`src/rtl/vga_timing_gen.sv`:
```
// VGA raster timing generator with a 3-stage pixel pipeline (request, sample, drive),
// built-in test patterns and a debounced pushbutton that steps the pattern mode per frame.
module vga_timing_gen #(
  parameter int H_SYNC    = 44,
  parameter int H_BP      = 148,
  parameter int H_ACT     = 1920,
  parameter int H_FP      = 88,
  parameter int V_SYNC    = 5,
  parameter int V_BP      = 36,
  parameter int V_ACT     = 1080,
  parameter int V_FP      = 4,
  parameter int HS_POL    = 1,
  parameter int VS_POL    = 1,
  parameter int DB_CYCLES = 1000000
) (
  input  logic        vga_clk,
  input  logic        s_rst,
  input  logic [23:0] pi_rgb_data,
  input  logic        key,
  output logic        h_sync,
  output logic        v_sync,
  output logic        de,
  output logic        po_req,
  output logic [11:0] po_x,
  output logic [11:0] po_y,
  output logic        po_start_flag,
  output logic [1:0]  po_mode,
  output logic [7:0]  r,
  output logic [7:0]  g,
  output logic [7:0]  b
);

  localparam int H_ALL = H_SYNC + H_BP + H_ACT + H_FP;
  localparam int V_ALL = V_SYNC + V_BP + V_ACT + V_FP;

  generate
    if (H_ALL > 4096 || V_ALL > 4096) begin : g_bad_geometry
      $error("vga_timing_gen: H_ALL and V_ALL must not exceed 4096");
    end
  endgenerate

  // Bounds kept at 13 bits so a 4096-wide raster still compares correctly.
  localparam logic [12:0] H_LAST_L = 13'(H_ALL - 1);
  localparam logic [12:0] V_LAST_L = 13'(V_ALL - 1);
  localparam logic [12:0] H_A0_L   = 13'(H_SYNC + H_BP);
  localparam logic [12:0] H_A1_L   = 13'(H_SYNC + H_BP + H_ACT);
  localparam logic [12:0] V_A0_L   = 13'(V_SYNC + V_BP);
  localparam logic [12:0] V_A1_L   = 13'(V_SYNC + V_BP + V_ACT);
  localparam logic [12:0] H_SY_L   = 13'(H_SYNC);
  localparam logic [12:0] V_SY_L   = 13'(V_SYNC);
  localparam logic        HS_ON    = (HS_POL != 0);
  localparam logic        VS_ON    = (VS_POL != 0);
  localparam logic [11:0] BAR_W_L  = 12'((H_ACT >= 8) ? (H_ACT / 8) : 1);
  localparam int          DB_W     = (DB_CYCLES > 1) ? $clog2(DB_CYCLES) : 1;
  localparam logic [DB_W-1:0] DB_LAST = DB_W'(DB_CYCLES - 1);

  logic [11:0]     r_h_cnt, r_v_cnt;
  logic            r_hs1, r_vs1, r_sf1;
  logic            r_req2, r_hs2, r_vs2, r_sf2, r_y2_b5;
  logic [11:0]     r_x2;
  logic            r_key_s1, r_key_s2, r_key_lvl;
  logic [DB_W-1:0] r_db_cnt;
  logic [1:0]      r_pend;

  logic [12:0] w_h, w_v;
  logic        w_active, w_first, w_wrap, w_db_rise;
  logic [11:0] w_bar;
  logic [23:0] w_bar_rgb, w_pix;

  assign w_h       = {1'b0, r_h_cnt};
  assign w_v       = {1'b0, r_v_cnt};
  assign w_active  = (w_h >= H_A0_L) && (w_h < H_A1_L) && (w_v >= V_A0_L) && (w_v < V_A1_L);
  assign w_first   = (w_h == H_A0_L) && (w_v == V_A0_L);
  assign w_wrap    = (w_h == H_LAST_L) && (w_v == V_LAST_L);
  assign w_db_rise = r_key_s2 && !r_key_lvl && (r_db_cnt == DB_LAST);

  // Free-running raster counters.
  always_ff @(posedge vga_clk) begin
    if (s_rst) begin
      r_h_cnt <= 12'd0;
      r_v_cnt <= 12'd0;
    end else if (w_h == H_LAST_L) begin
      r_h_cnt <= 12'd0;
      r_v_cnt <= (w_v == V_LAST_L) ? 12'd0 : r_v_cnt + 12'd1;
    end else begin
      r_h_cnt <= r_h_cnt + 12'd1;
    end
  end

  // Stage 1: pixel request to upstream plus raw sync/start decode.
  always_ff @(posedge vga_clk) begin
    if (s_rst) begin
      po_req <= 1'b0;
      po_x   <= 12'd0;
      po_y   <= 12'd0;
      r_hs1  <= ~HS_ON;
      r_vs1  <= ~VS_ON;
      r_sf1  <= 1'b0;
    end else begin
      po_req <= w_active;
      po_x   <= w_active ? r_h_cnt - H_A0_L[11:0] : 12'd0;
      po_y   <= w_active ? r_v_cnt - V_A0_L[11:0] : 12'd0;
      r_hs1  <= (w_h < H_SY_L) ? HS_ON : ~HS_ON;
      r_vs1  <= (w_v < V_SY_L) ? VS_ON : ~VS_ON;
      r_sf1  <= w_first;
    end
  end

  // Stage 2: wait one cycle for upstream to present the requested pixel.
  always_ff @(posedge vga_clk) begin
    if (s_rst) begin
      r_req2  <= 1'b0;
      r_x2    <= 12'd0;
      r_y2_b5 <= 1'b0;
      r_hs2   <= ~HS_ON;
      r_vs2   <= ~VS_ON;
      r_sf2   <= 1'b0;
    end else begin
      r_req2  <= po_req;
      r_x2    <= po_x;
      r_y2_b5 <= po_y[5];
      r_hs2   <= r_hs1;
      r_vs2   <= r_vs1;
      r_sf2   <= r_sf1;
    end
  end

  // Pattern source selection; bar index clamps so remainder columns use the last bar.
  always_comb begin
    w_bar     = r_x2 / BAR_W_L;
    w_bar_rgb = 24'h000000;
    w_pix     = pi_rgb_data;
    if (w_bar >= 12'd7) begin
      w_bar_rgb = 24'h000000;
    end else begin
      case (w_bar[2:0])
        3'd0:    w_bar_rgb = 24'hFFFFFF;
        3'd1:    w_bar_rgb = 24'hFFFF00;
        3'd2:    w_bar_rgb = 24'h00FFFF;
        3'd3:    w_bar_rgb = 24'h00FF00;
        3'd4:    w_bar_rgb = 24'hFF00FF;
        3'd5:    w_bar_rgb = 24'hFF0000;
        3'd6:    w_bar_rgb = 24'h0000FF;
        default: w_bar_rgb = 24'h000000;
      endcase
    end
    case (po_mode)
      2'd0:    w_pix = pi_rgb_data;
      2'd1:    w_pix = w_bar_rgb;
      2'd2:    w_pix = (r_x2[5] ^ r_y2_b5) ? 24'hFFFFFF : 24'h000000;
      2'd3:    w_pix = {r_x2[7:0], r_x2[7:0], r_x2[7:0]};
      default: w_pix = pi_rgb_data;
    endcase
  end

  // Stage 3: registered video outputs, blanked outside the active region.
  always_ff @(posedge vga_clk) begin
    if (s_rst) begin
      de            <= 1'b0;
      h_sync        <= ~HS_ON;
      v_sync        <= ~VS_ON;
      po_start_flag <= 1'b0;
      {r, g, b}     <= 24'h000000;
    end else begin
      de            <= r_req2;
      h_sync        <= r_hs2;
      v_sync        <= r_vs2;
      po_start_flag <= r_sf2;
      {r, g, b}     <= r_req2 ? w_pix : 24'h000000;
    end
  end

  // Key synchroniser, debouncer and frame-aligned mode update.
  always_ff @(posedge vga_clk) begin
    if (s_rst) begin
      r_key_s1  <= 1'b0;
      r_key_s2  <= 1'b0;
      r_key_lvl <= 1'b0;
      r_db_cnt  <= '0;
      r_pend    <= 2'd0;
      po_mode   <= 2'd0;
    end else begin
      r_key_s1 <= key;
      r_key_s2 <= r_key_s1;
      if (r_key_s2 == r_key_lvl) begin
        r_db_cnt <= '0;
      end else if (r_db_cnt == DB_LAST) begin
        r_key_lvl <= r_key_s2;
        r_db_cnt  <= '0;
      end else begin
        r_db_cnt <= r_db_cnt + 1'b1;
      end
      r_pend  <= r_pend + {1'b0, w_db_rise};
      po_mode <= w_wrap ? r_pend : po_mode;
    end
  end

endmodule
```
`config.mk`:
```
export PLATFORM = sky130hd
export DESIGN_NAME = vga_timing_gen
export DESIGN_NICKNAME = d
export VERILOG_FILES = /design/src/rtl/vga_timing_gen.sv
export SDC_FILE = /design/constraint.sdc
export NUM_CORES = 1
export LEC_CHECK = 0
export CAP_MARGIN = 30
export CORE_MARGIN = 2
export CORE_UTILIZATION = 57
export CTS_CLUSTER_DIAMETER = 200
export DETAILED_ROUTE_END_ITERATION = 16
export GPL_TIMING_DRIVEN = 1
export PLACE_DENSITY = 0.94
export SETUP_SLACK_MARGIN = 0.5
export SLEW_MARGIN = 5
export SYNTH_ARGS = -nofsm -noshare
export SYNTH_HDL_FRONTEND = slang
export SYNTH_SLANG_ARGS = --single-unit
```
`constraint.sdc`:
```
create_clock -name vga_clk -period 4.4 [get_ports vga_clk]
set_input_delay 1.1 -clock vga_clk [delete_from_list [all_inputs] [get_ports vga_clk]]
set_output_delay 1.1 -clock vga_clk [all_outputs]
set_load 0.01 [all_outputs]
```
Word level (Yosys, flattened, before mapping):

Index checks and enable logic that the tools add are counted.

* muxes and demuxes: 7
* $lt $le $gt $ge: 7
* bitwise operators: 4
* equal/unequal tests: 15
* divide/modulo/power cells: 1
* reduce and logical (&&, ||, !) cells: 15
* $add $sub $neg: 6

Operator list (count)
* $pmux W24 S7: 1
* $pmux W24 S4: 1
* $mux W24: 2
* $add A12 B1 Y12 const B: 2
* $add A20 B1 Y20 const B: 1
* $eq A20 B20 Y1 const B: 1
* $div A12 B8 Y12 const B: 1
* $eq A12 B11 Y1 const B: 1
* $eq A12 B12 Y1 const B: 1
* $eq A12 B6 Y1 const B: 1
* $eq A12 B8 Y1 const B: 1
* $ge A12 B3 Y1 const B: 1
* $ge A12 B6 Y1 const B: 1
* $ge A12 B8 Y1 const B: 1
* $lt A12 B11 Y1 const B: 1
* $lt A12 B12 Y1 const B: 1
* $lt A12 B3 Y1 const B: 1
* $lt A12 B6 Y1 const B: 1
* $mux W12: 1
* $sub A12 B6 Y12 const B: 1
* $sub A12 B8 Y12 const B: 1
* $eq A3 B3 Y1 const B: 3
* $logic_and A1 B1 Y1: 7
* $eq A3 B2 Y1 const B: 2
* other kinds (14): 20

* register bits after elaboration: 124
* input port bits: 27
* logic and storage cells: 82
* output and inout port bits: 55

Logic depth before layout (Yosys ltp):

Gate-level depths: netlist of the first run.

* depth in word-level cells: 6
* depth in mapped cells: 10

Worst setup path before layout of the first run:

OpenSTA, ideal clock, no wires.

* path kind: input to register
* start: input port s_rst
* end: register b[5]
* setup time: 0.069 ns
* path slack: 2.254 ns
* stages: 7
* arrival: 2.077 ns
* path through: nor2b_1 clkbuf_1 o21ai_0 or2_1 a21oi_2 o211ai_2 o21ai_1

* word-level cells in the longest chain between the ends: 1

Ends and longest elaborated chain
* start: declaration: line 17 `input logic s_rst,`
* $reduce_or A2 Y1 (no line)
* end signal: assignment: line 169 `{r, g, b} <= r_req2 ? w_pix : 24'h000000;`
* end: declaration: line 30 `output logic [7:0] b`

Every way passes these cells.
A chain may end at the register's enable or synchronous reset.

Worst setup path after layout of the first run:

* start: register po_mode[0]
* end: output port po_mode[0]

RTL lines
* start: declaration: line 27 `output logic [1:0] po_mode,`
* start signal: assignment: line 194 `po_mode <= w_wrap ? r_pend : po_mode;`

No word-level cell between the ends.

==> reports/metrics.yaml, run 1 <==
synth:
  synthMostInstantiatedCell: "dfxtp_1"
  synth_fa_ha_area_share_pct: 2.94
  netlist.area_leader.share_pct: 48.6
  synth_warnings: 0
  synth_fp_nets: 585
  synth_edf_count: 0
  synth_area_leaders: "dfxtp_1 49%, nor2_1 6.0%, xor2_1 4.5%"
  synth-seq-cells: 124
  syn_avg_cell_area_sq_um: 9.36
  muxShareOfSynthArea_pct: 1.00
  synth_top_family_by_area: "simple AND/OR/NAND/NOR gates"
  synthesis.area_sq_um: 5110
  synth-main-ff-cell: "dfxtp_1"
  yosys-top-cells-count: "124 x dfxtp_1, 81 x nor2_1, 37 x nand2_1"
  yosys.cell_types.count: 56
  synthArstFlopShare_pct: 0
  yosys.area_share.simple_pct: 23.1
  synth_area_leader_cell: "dfxtp_1"
  synth_compound_area_share_pct: 11.3
  netlist_instances: 546
  seq_area_frac_synth_pct: 48.6
  synth-xor-area-share_pct: 8.06
place:
  io_buffers: 81
  dpl.hpwl_microns: 7670
  gp_congestion: 0.895
timing:
  tightest_slew_ns: 0.713
  clock.fmax_ghz: 0.352
  hold_violations: 0
  finalCritPeriodShare_pct: 64.6
  setup_tns_ns: 0
  grt_setup_unrepaired: "false"
  slew_violations: 0
  period_needed_ns: 2.84
  finalSetupViolCount: 0
  slew_headroom_pct: 52.4
  clock-skew-final_ns: 0.0112
cells_and_area:
  layout.nets: 650
  area_delta_synth_final_pct: 26.8
  fillers: 544
  antenna_cells: 0
  drive_gt1_share_pct: 8.52
drt:
  first_pass_iters: 5
  drc: 0
  ant_nets: 0
  drt-total-wl_microns: 11800
  drt_iter0_markers: 164
  wl_per_cell_microns: 16.2
  vias: 4104
  drt-vias-per-instance: 5.62
global_routing:
  grt_pass1_wl_microns: 19900
  grt_pass1_vias: 4103
  track_usage_pct: 25.7
  overflow: 0
  grt_start_max_net_pins: 39
  antenna_found_initial: 0
worst_setup_path:
  path_cells: "clkdlybuf4s50_1"
  path_class: "flip-flop to primary output"
  worstPathBufferInverterCount: 1
  crit_family: "buffers and inverters"
  cp_max_fo: 14
  critPathLaunchType: "flip-flop"
  required_ns: 3.30
  slowest_delay_ns: 0.64
  cp_slowest_cell: "clkdlybuf4s50_1"
  crit_arrival_ns: 1.74
  critical_path.endpoint_type: "primary output"
clocking:
  clkTransAtPathRegs_ns: 0.06
  cts_sinks: 124
  insertion_delay_ns: 0.52
  cts_resized: 0
  cts_max_path_buffers: 2
  htree_levels: 4
  cts_hold_buf: 0
  cts_root_buf: "clkbuf_8"
  cts_setup_buffers: 0
  cts_tree: "yes"
  cts_made_buffers: 17
run_status:
  status: "finished, final reports clean"
die:
  start_util_pct: 58.6
  io_pins: 82
  die_y_microns: 98.7
  num_rows: 34
  dieWidth_microns: 98.7
  dieArea_sq_um: 9740
  core_sq_um: 8720
pwr:
  power_leakage_nw: 2.44
  pwr-share-seq_pct: 44.1
  power.switching_uw: 502
  power.share.clock_pct: 54.0
  total_power_mw: 2.57
  p_per_area_nw_per_um2: 397
  vdd_drop_max_mv: 0.341
  combPwrFrac_pct: 2.0
  p_int_mw: 2.07
  switching_share_pct: 19.5
hold_path:
  hold_class: "flip-flop to flip-flop"
run:
  maxCapViolations: 0
-- cell families after synthesis --
logic type | count (synthesis)
AOI/OAI and AO/OA | 73
xor gates and xnor gates | 47
adders and majority gates | 12
buffers and inverters | 57
DFF | 124
muxes | 5
and+or+nand+nor | 228
-- layout by cell type (no fill, tap or decap), drive strengths merged, types with 10 or more instances in the layout --
cell / count
dfxtp: 124
a21oi: 23
nor4: 10
xor2: 26
clkdlybuf4s50: 81
o221a: 16
clkbuf: 23
ha: 12
inv: 20
o21ai: 12
nor2: 81
xnor2: 21
nor2b: 30
nand3: 11
nand2: 37
-- area by class of cell --
class | instances | area (sq um) | share of cell area [%]
repair buffers | 83 | 826 | 12.7
multi-input cells | 365 | 2370 | 36.6
well taps | 108 | 135 | 2.09
clock inverters | 7 | 113 | 1.74
flip-flops and latches | 124 | 2480 | 38.3
inverters | 20 | 75.1 | 1.16
clock buffers | 23 | 477 | 7.36
-- stage by stage --
step | instance area (sq um) | cells | setup WS [ns] | utilization (%) | hold WS [ns]
3_5_place_dp | 5890 | 700 | 1.28 | 67.5 | 0.424
3_3_place_gp | 5890 | 700 | 1.43 | 67.5 | 0.416
2_1_floorplan | 5110 | 546 | 2.25 | - | 0.414
6_report | 6480 | 730 | 1.56 | 74.3 | 0.428
5_1_grt | 6480 | 730 | 1.47 | 74.3 | 0.461
4_1_cts | 6480 | 730 | 1.55 | 74.3 | 0.436
-- power groups by stage --
| stage | sequential, mW | clock (mW) | combinational [mW] |
|---|---|---|---|
| after global routing | 1.13 | 1.46 | 0.0552 |
| after global placement | 1.16 | 0 | 0.0476 |
| after detailed placement | 1.16 | 0 | 0.0490 |
| after floorplan | 1.16 | 0 | 0.0197 |
| final | 1.13 | 1.39 | 0.0505 |
| after CTS | 1.13 | 1.40 | 0.0509 |
-- metal layers --
layer	routed length (microns)	vias to the layer above	track usage, %
met5	0	-	0
met4	155	0	8.01
met3	750	20	7.59
met2	6190	174	47.3
met1	4740	1935	28.6
li1	-	1975	-
-- state kept, by name (all words and copies together) (netlist names), 2 cells and up --
name,flops
r_db_cnt,20
po_y,12
r_h_cnt,12
r,8
r_v_cnt,12
po_x,12
g,8
po_mode,2
b,8
r_pend,2
r_x2,12
-- path summary, 6_finish.rpt --
check | startpoint | endpoint | slack, ns | cells after the start
max reg2reg | r_h_cnt[6]$_SDFF_PP0_ | r_v_cnt[3]$_SDFFE_PP0N_ | 2.11 | 7
min reg2reg | r_sf1$_SDFF_PP0_ | r_sf2$_SDFF_PP0_ | 0.43 | 1
max | po_mode[0]$_SDFFE_PP0P_ | po_mode[0] | 1.56 | 1
min | r_sf1$_SDFF_PP0_ | r_sf2$_SDFF_PP0_ | 0.43 | 1
No activity file was read; power rests on OpenSTA's default activity.
==> run 2: changes to the inputs <==
--- a/config.mk
+++ b/config.mk
@@ -7,11 +7,11 @@
 export LEC_CHECK = 0
 export CAP_MARGIN = 30
 export CORE_MARGIN = 2
-export CORE_UTILIZATION = 57
+export CORE_UTILIZATION = 48
 export CTS_CLUSTER_DIAMETER = 200
 export DETAILED_ROUTE_END_ITERATION = 16
 export GPL_TIMING_DRIVEN = 1
-export PLACE_DENSITY = 0.94
+export PLACE_DENSITY = 0.86
 export SETUP_SLACK_MARGIN = 0.5
 export SLEW_MARGIN = 5
 export SYNTH_ARGS = -nofsm -noshare
==> constraint.sdc (replaced) <==
create_clock -name vga_clk -period 2.35 [get_ports vga_clk]
set_input_delay 0.5875 -clock vga_clk [delete_from_list [all_inputs] [get_ports vga_clk]]
set_output_delay 0.5875 -clock vga_clk [all_outputs]
set_load 0.01 [all_outputs]
==> reports/metrics.yaml, run 2 (synthesis gave the netlist of run 1 again) <==
place:
  placed_cell_area_sq_um: 5990  # +1.7%
  io_buffers: 81  # unchanged
  gp_congestion: 0.834  # -6.8%
  placed_cells: 733  # +4.7%
  dpl.hpwl_microns: 7660  # -0.11%
global_routing:
  grt_pass1_vias: 4278  # +4.3%
  overflow: 0  # unchanged
  antenna_found_initial: 0  # unchanged
  grt_pass1_wl_microns: 20500  # +3.0%
  track_usage_pct: 22.8  # -2.9 points
  grt_start_max_net_pins: 30  # -23%
timing:
  clock.fmax_ghz: 0.526
  finalSetupViolCount: 0  # unchanged
  grt_setup_unrepaired: "true"
  slew_headroom_pct: 65.8  # +13 points
  setup_tns_ns: 0  # unchanged
  slew_violations: 0  # unchanged
  period_needed_ns: 1.90
  hold_violations: 0  # unchanged
  tightest_slew_ns: 0.509  # -0.205 ns
  finalCritPeriodShare_pct: 80.8
  whs_ns: 0.448  # +0.0203 ns
  clock-skew-final_ns: 0.0114  # +0.000273 ns
die:
  dieArea_sq_um: 11500  # +18%
  num_rows: 37  # +8.8%
  start_util_pct: 49.5  # -9.1 points
  core_sq_um: 10300  # +18%
  dieWidth_microns: 107  # +8.6%
  io_pins: 82  # unchanged
  die_y_microns: 107  # +8.6%
worst_setup_path:
  required_ns: 2.78  # -0.52 ns
  slowest_delay_ns: 0.56  # -0.08 ns
  reg2reg_from: "r_v_cnt[7]$_SDFFE_PP0N_"
  crit_start: "r_v_cnt[7]$_SDFFE_PP0N_"
  crit_family: "simple AND/OR/NAND/NOR gates"
  cp_slowest_cell: "or4_4"
  r2r_setup_slack_ns: 0.45  # -1.66 ns
  critPathLaunchType: "flip-flop"
  crit_arrival_ns: 2.33  # +0.59 ns
  worstPathBufferInverterCount: 0  # -1
  cp_max_fo: 7  # -7
  path_class: "flip-flop to flip-flop"
  critical_path.endpoint_type: "flip-flop"
  path_cells: "or4_4, nor3_2, nand2_1, or2_0, a21oi_2"
pwr:
  combPwrFrac_pct: 2.2  # +0.2 points
  power_leakage_nw: 2.90  # +19%
  p_per_area_nw_per_um2: 689  # +73%
  p_int_mw: 3.85  # +86%
  power.switching_uw: 936  # +86%
  pwr-share-seq_pct: 44.3  # +0.2 points
  switching_share_pct: 19.5  # +0.021 points
  vdd_drop_max_mv: 0.455  # +34%
  power.share.clock_pct: 53.5  # -0.5 points
drt:
  drc: 0  # unchanged
  drt-vias-per-instance: 5.61  # -0.27%
  ant_nets: 0  # unchanged
  wl_per_cell_microns: 17.6  # +8.8%
  drt-total-wl_microns: 13900  # +17%
  drt_iter0_markers: 282  # +72%
  vias: 4407  # +7.4%
  first_pass_iters: 5  # unchanged
cells_and_area:
  layout_commonest_cell: "dfxtp_1"
  largest_reg_flops: 20  # unchanged
  fillers: 685  # +26%
  antenna_cells: 0  # unchanged
  drive_gt1_share_pct: 20.6  # +12 points
  area_delta_synth_final_pct: 36.1
  post-route-util_pct: 67.3  # -6.9 points
  layout.nets: 677  # +4.2%
  instances_no_fill: 786  # +7.7%
  regMostFlops: "r_db_cnt"
  stdcell_area_sq_um: 6950  # +7.3%
  final_cell_mix: "105 x dfxtp_1, 80 x nor2_1, 55 x dlygate4sd2_1"
clocking:
  htree_levels: 4  # unchanged
  clkTransAtPathRegs_ns: 0.06  # about the same
  cts_made_buffers: 17  # unchanged
  cts_hold_buf: 0  # unchanged
  cts_sinks: 124  # unchanged
  cts_tree: "yes"
  cts_max_path_buffers: 2  # unchanged
  insertion_delay_ns: 0.51  # about the same
  cts_root_buf: "clkbuf_8"
hold_path:
  min_from: "po_x[10]$_SDFF_PP0_"
  hold_class: "flip-flop to flip-flop"
run_status:
  status: "finished, final reports clean"
run:
  maxCapViolations: 0  # unchanged
run 2: cell count changes in the layout (fill, tap and decap cells not counted), moves of 5 or more:
| cell | previous run | this run |
|---|---|---|
| clkdlybuf4s50_1 | 81 | 26 |
| buf_4 | 2 | 23 |
| dfxtp_1 | 124 | 105 |
| dfxtp_2 | 0 | 14 |
| dlygate4sd2_1 | 0 | 55 |
| dfxtp_4 | 0 | 5 |
| nor2b_1 | 30 | 25 |
run 2: layout make-up:
cell class | count | area [sq um] | share of cell area (%)
multi-input cells | 368 | 2650 | 38.1
clock inverters | 8 | 115 | 1.66
repair buffers | 107 | 957 | 13.8
flip-flops and latches | 124 | 2520 | 36.2
well taps | 136 | 170 | 2.45
inverters | 20 | 75.1 | 1.08
clock buffers | 23 | 467 | 6.71
run 2: power by group through the flow:
stage / registers, mW / clock network (mW) / logic (mW)
after floorplan: 2.17 / 0 / 0.0371
after global placement: 2.17 / 0 / 0.0935
after detailed placement: 2.17 / 0 / 0.0947
after CTS: 2.12 / 2.56 / 0.101
after global routing: 2.12 / 2.68 / 0.115
final: 2.12 / 2.56 / 0.108
run 2: final timing paths:
path	to	cells past startpoint
worst max-delay path	po_y[10]$_SDFF_PP0_	5
worst min-delay path	r_x2[10]$_SDFF_PP0_	1
worst max register to register	po_y[10]$_SDFF_PP0_	5
worst min register to register	r_x2[10]$_SDFF_PP0_	1
run 2: per-stage QoR:
step                      setup WS, ns  power, mW
after floorplan                  0.517       2.20
after global placement           0.176       2.26
after detailed placement         0.169       2.26
after CTS                        0.480       4.79
after global routing             0.439       4.91
final                            0.450       4.79
run 2: what timing repair did:
| item | CTS | global route |
|---|---|---|
| pin swaps | 12 | 15 |
| setup endpoints to repair | 137 | 85 |
| resized for setup | 81 | 48 |
| setup buffers | 13 | 6 |
| gates cloned | 3 | 0 |
run 2: per-layer routing:
metal / global-route usage (%) / routed length (microns)
met4: 12.8 / 708
met5: 0 / 0
met1: 23.9 / 5220
met3: 6.44 / 964
met2: 40.7 / 6970
==> run 3: changes to the inputs <==
--- a/config.mk
+++ b/config.mk
@@ -7,11 +7,11 @@
 export LEC_CHECK = 0
 export CAP_MARGIN = 30
 export CORE_MARGIN = 2
-export CORE_UTILIZATION = 48
+export CORE_UTILIZATION = 53
 export CTS_CLUSTER_DIAMETER = 200
 export DETAILED_ROUTE_END_ITERATION = 16
 export GPL_TIMING_DRIVEN = 1
-export PLACE_DENSITY = 0.86
+export PLACE_DENSITY = 0.89
 export SETUP_SLACK_MARGIN = 0.5
 export SLEW_MARGIN = 5
 export SYNTH_ARGS = -nofsm -noshare
==> constraint.sdc (replaced) <==
create_clock -name vga_clk -period 1.75 [get_ports vga_clk]
set_input_delay 0.4375 -clock vga_clk [delete_from_list [all_inputs] [get_ports vga_clk]]
set_output_delay 0.4375 -clock vga_clk [all_outputs]
set_load 0.01 [all_outputs]
==> reports/metrics.yaml, run 3 (synthesis gave the netlist of run 1 again) <==
run_status:
  status: "finished with violations"
  violations: "negative setup slack"
timing:
  clock-skew-final_ns: 0.00855  # -0.00288 ns
  tightest_slew_ns: 0.568  # +0.0586 ns
  clock.fmax_ghz: 0.470  # -11%
  grt_setup_unrepaired: "true"
  finalSetupViolCount: 72  # +72
  hold_violations: 0  # unchanged
  period_needed_ns: 2.13  # +0.229 ns
  finalCritPeriodShare_pct: 122  # +41 points
  slew_violations: 0  # unchanged
  timing.final.ws_setup_ns: -0.379  # -0.829 ns
  slew_headroom_pct: 62.2  # -3.6 points
worst_setup_path:
  critical_path.endpoint_type: "flip-flop"
  reg2reg_from: "r_v_cnt[1]$_SDFFE_PP0N_"
  r2r_setup_slack_ns: -0.38  # -0.83 ns
  rr_worst_depth: 11  # +6
  crit_arrival_ns: 2.61  # +0.28 ns
  crit_start: "r_v_cnt[1]$_SDFFE_PP0N_"
  worstPathBufferInverterCount: 4  # +4
  required_ns: 2.23  # -0.55 ns
  crit_top_cell: "buf_6"
  path_class: "flip-flop to flip-flop"
  cp_max_fo: 7  # unchanged
  slowest_delay_ns: 0.34  # -0.22 ns
  path_cells: "inv_4, ha_4, buf_6, nor2b_4, nand2b_1, a21oi_2, o311ai_2, o21bai_4, buf_6, buf_12, nor2_4"
  crit_family: "compound AO/OA/AOI/OAI gates"
  critPathLaunchType: "flip-flop"
  r2r-end: "po_x[2]$_SDFF_PP0_"
  cp_slowest_cell: "dfxtp_2"
clocking:
  cts_max_path_buffers: 2  # unchanged
  htree_levels: 4  # unchanged
  cts_made_buffers: 17  # unchanged
  insertion_delay_ns: 0.55  # +0.04 ns
  clkTransAtPathRegs_ns: 0.07  # about the same
  cts_hold_buf: 0  # unchanged
  cts_sinks: 124  # unchanged
  cts_root_buf: "clkbuf_8"
  cts_tree: "yes"
global_routing:
  grt_start_max_net_pins: 25  # -17%
  overflow: 0  # unchanged
  antenna_found_initial: 0  # unchanged
  grt_pass1_wl_microns: 28300  # +38%
  track_usage_pct: 36.0  # +13 points
  grt_pass1_vias: 5290  # +24%
cells_and_area:
  layout_commonest_cell: "buf_4"
  instances_no_fill: 887  # +13%
  regArea_sq_um: 2560  # +1.8%
  area_delta_synth_final_pct: 66.5
  regMostFlops: "r_db_cnt"
  fillers: 314  # -54%
  drive_gt1_share_pct: 55.1  # +35 points
  largest_reg_flops: 20  # unchanged
  layout.nets: 784  # +16%
  antenna_cells: 0  # unchanged
  multi_input_area_sq_um: 3120  # +18%
  final_cell_mix: "91 x buf_4, 71 x buf_6, 66 x dfxtp_1"
place:
  place_ws_ns: -0.122  # -0.291 ns
  io_buffers: 81  # unchanged
  dpl.hpwl_microns: 8890  # +16%
  gp_congestion: 0.943  # +13%
  placed_cells: 794  # +8.3%
die:
  core_sq_um: 9280  # -10%
  dieArea_sq_um: 10400  # -9.1%
  die_y_microns: 102  # -4.7%
  dieWidth_microns: 102  # -4.7%
  start_util_pct: 55.0  # +5.5 points
  num_rows: 35  # -5.4%
  io_pins: 82  # unchanged
pwr:
  power.share.clock_pct: 53.5  # about the same
  switching_share_pct: 24.8  # +5.3 points
  pwr-share-seq_pct: 42.6  # -1.7 points
  combPwrFrac_pct: 3.8  # +1.6 points
  power_leakage_nw: 3.46  # +19%
  vdd_drop_max_mv: 0.737  # +62%
  power.switching_mw: 1.66  # +77%
  p_per_area_nw_per_um2: 785  # +14%
  p_int_mw: 5.02  # +30%
drt:
  drt-vias-per-instance: 6.42  # +15%
  drc: 0  # unchanged
  ant_nets: 0  # unchanged
  first_pass_iters: 5  # unchanged
  vias: 5696  # +29%
  wl_per_cell_microns: 26.4  # +50%
  drt_iter0_markers: 407  # +44%
  drt-total-wl_microns: 23400  # +69%
run:
  maxCapViolations: 0  # unchanged
hold_path:
  hold_depth: 1  # unchanged
  hold_end: "r_key_s2$_SDFF_PP0_"
  min_from: "r_key_s1$_SDFF_PP0_"
  hold_class: "flip-flop to flip-flop"
-- run 3: worst register-to-register path, delay by kind of cell (launching register included) --
| kind | cells | cell delay, ns |
|---|---|---|
| AO/OA/AOI/OAI | 3 | 0.69 |
| AND/OR/NAND/NOR | 3 | 0.44 |
| buffers and inverters | 4 | 0.45 |
| flip-flops | 1 | 0.34 |
| adder cells (fa/ha/maj) | 1 | 0.14 |
-- run 3: layer usage --
metal	vias to the layer above	wire (microns)	global-route usage, %
met5	-	0	0
met4	0	2060	19.4
met3	201	2420	9.92
met1	2707	7960	39.0
li1	2249	-	-
met2	539	11000	63.8
-- run 3: how the worst max path moves through the flow --
stage | endpoint | slack, ns | depth (start not counted)
after CTS | po_x[6]$_SDFF_PP0_ | -0.1 | 6
after detailed placement | r_v_cnt[8]$_SDFFE_PP0N_ | -0.12 | 7
final | po_x[2]$_SDFF_PP0_ | -0.38 | 11
after global placement | b[3]$_SDFF_PP0_ | -0.07 | 7
after floorplan | r_v_cnt[9]$_SDFFE_PP0N_ | 0.0006 | 10
after global routing | r_pend[1]$_SDFF_PP0_ | -0.38 | 7
-- run 3: through the flow --
stage               setup TNS, ns  hold slack (ns)  power [mW]  util [%]  area, sq um
floorplan                       0            0.414        2.96         -         5280
global placement            -1.38            0.427        3.06      71.0         6590
detailed placement          -3.61            0.426        3.06      71.0         6590
CTS                         -2.16            0.440        6.46      85.7         7950
global route               -17.21            0.466        6.76      91.6         8510
finish                     -16.24            0.463        6.68      91.6         8510
-- run 3: what timing repair did --
| item | in CTS | in global routing |
|---|---|---|
| pin swaps | 51 | 41 |
| endpoints found under the setup margin | 153 | 153 |
| gates cloned | 6 | 0 |
| gates resized for setup | 401 | 114 |
| setup buffers | 36 | 19 |
-- run 3: final cells by class --
cell class              count  area share (%)
well taps                 129            1.90
inverters                  20           0.971
clock inverters            15            1.93
clock buffers              17            4.87
repair buffers            216            23.5
multi-input cells         366            36.7
flip-flops and latches    124            30.2
-- run 3: power groups by stage --
| stage | logic, mW | clock network [mW] | registers [mW] |
|---|---|---|---|
| 6_report | 0.257 | 3.57 | 2.84 |
| 5_1_grt | 0.264 | 3.65 | 2.84 |
| 4_1_cts | 0.200 | 3.41 | 2.84 |
| 3_5_place_dp | 0.152 | 0 | 2.91 |
| 3_3_place_gp | 0.150 | 0 | 2.91 |
| 2_1_floorplan | 0.0561 | 0 | 2.91 |
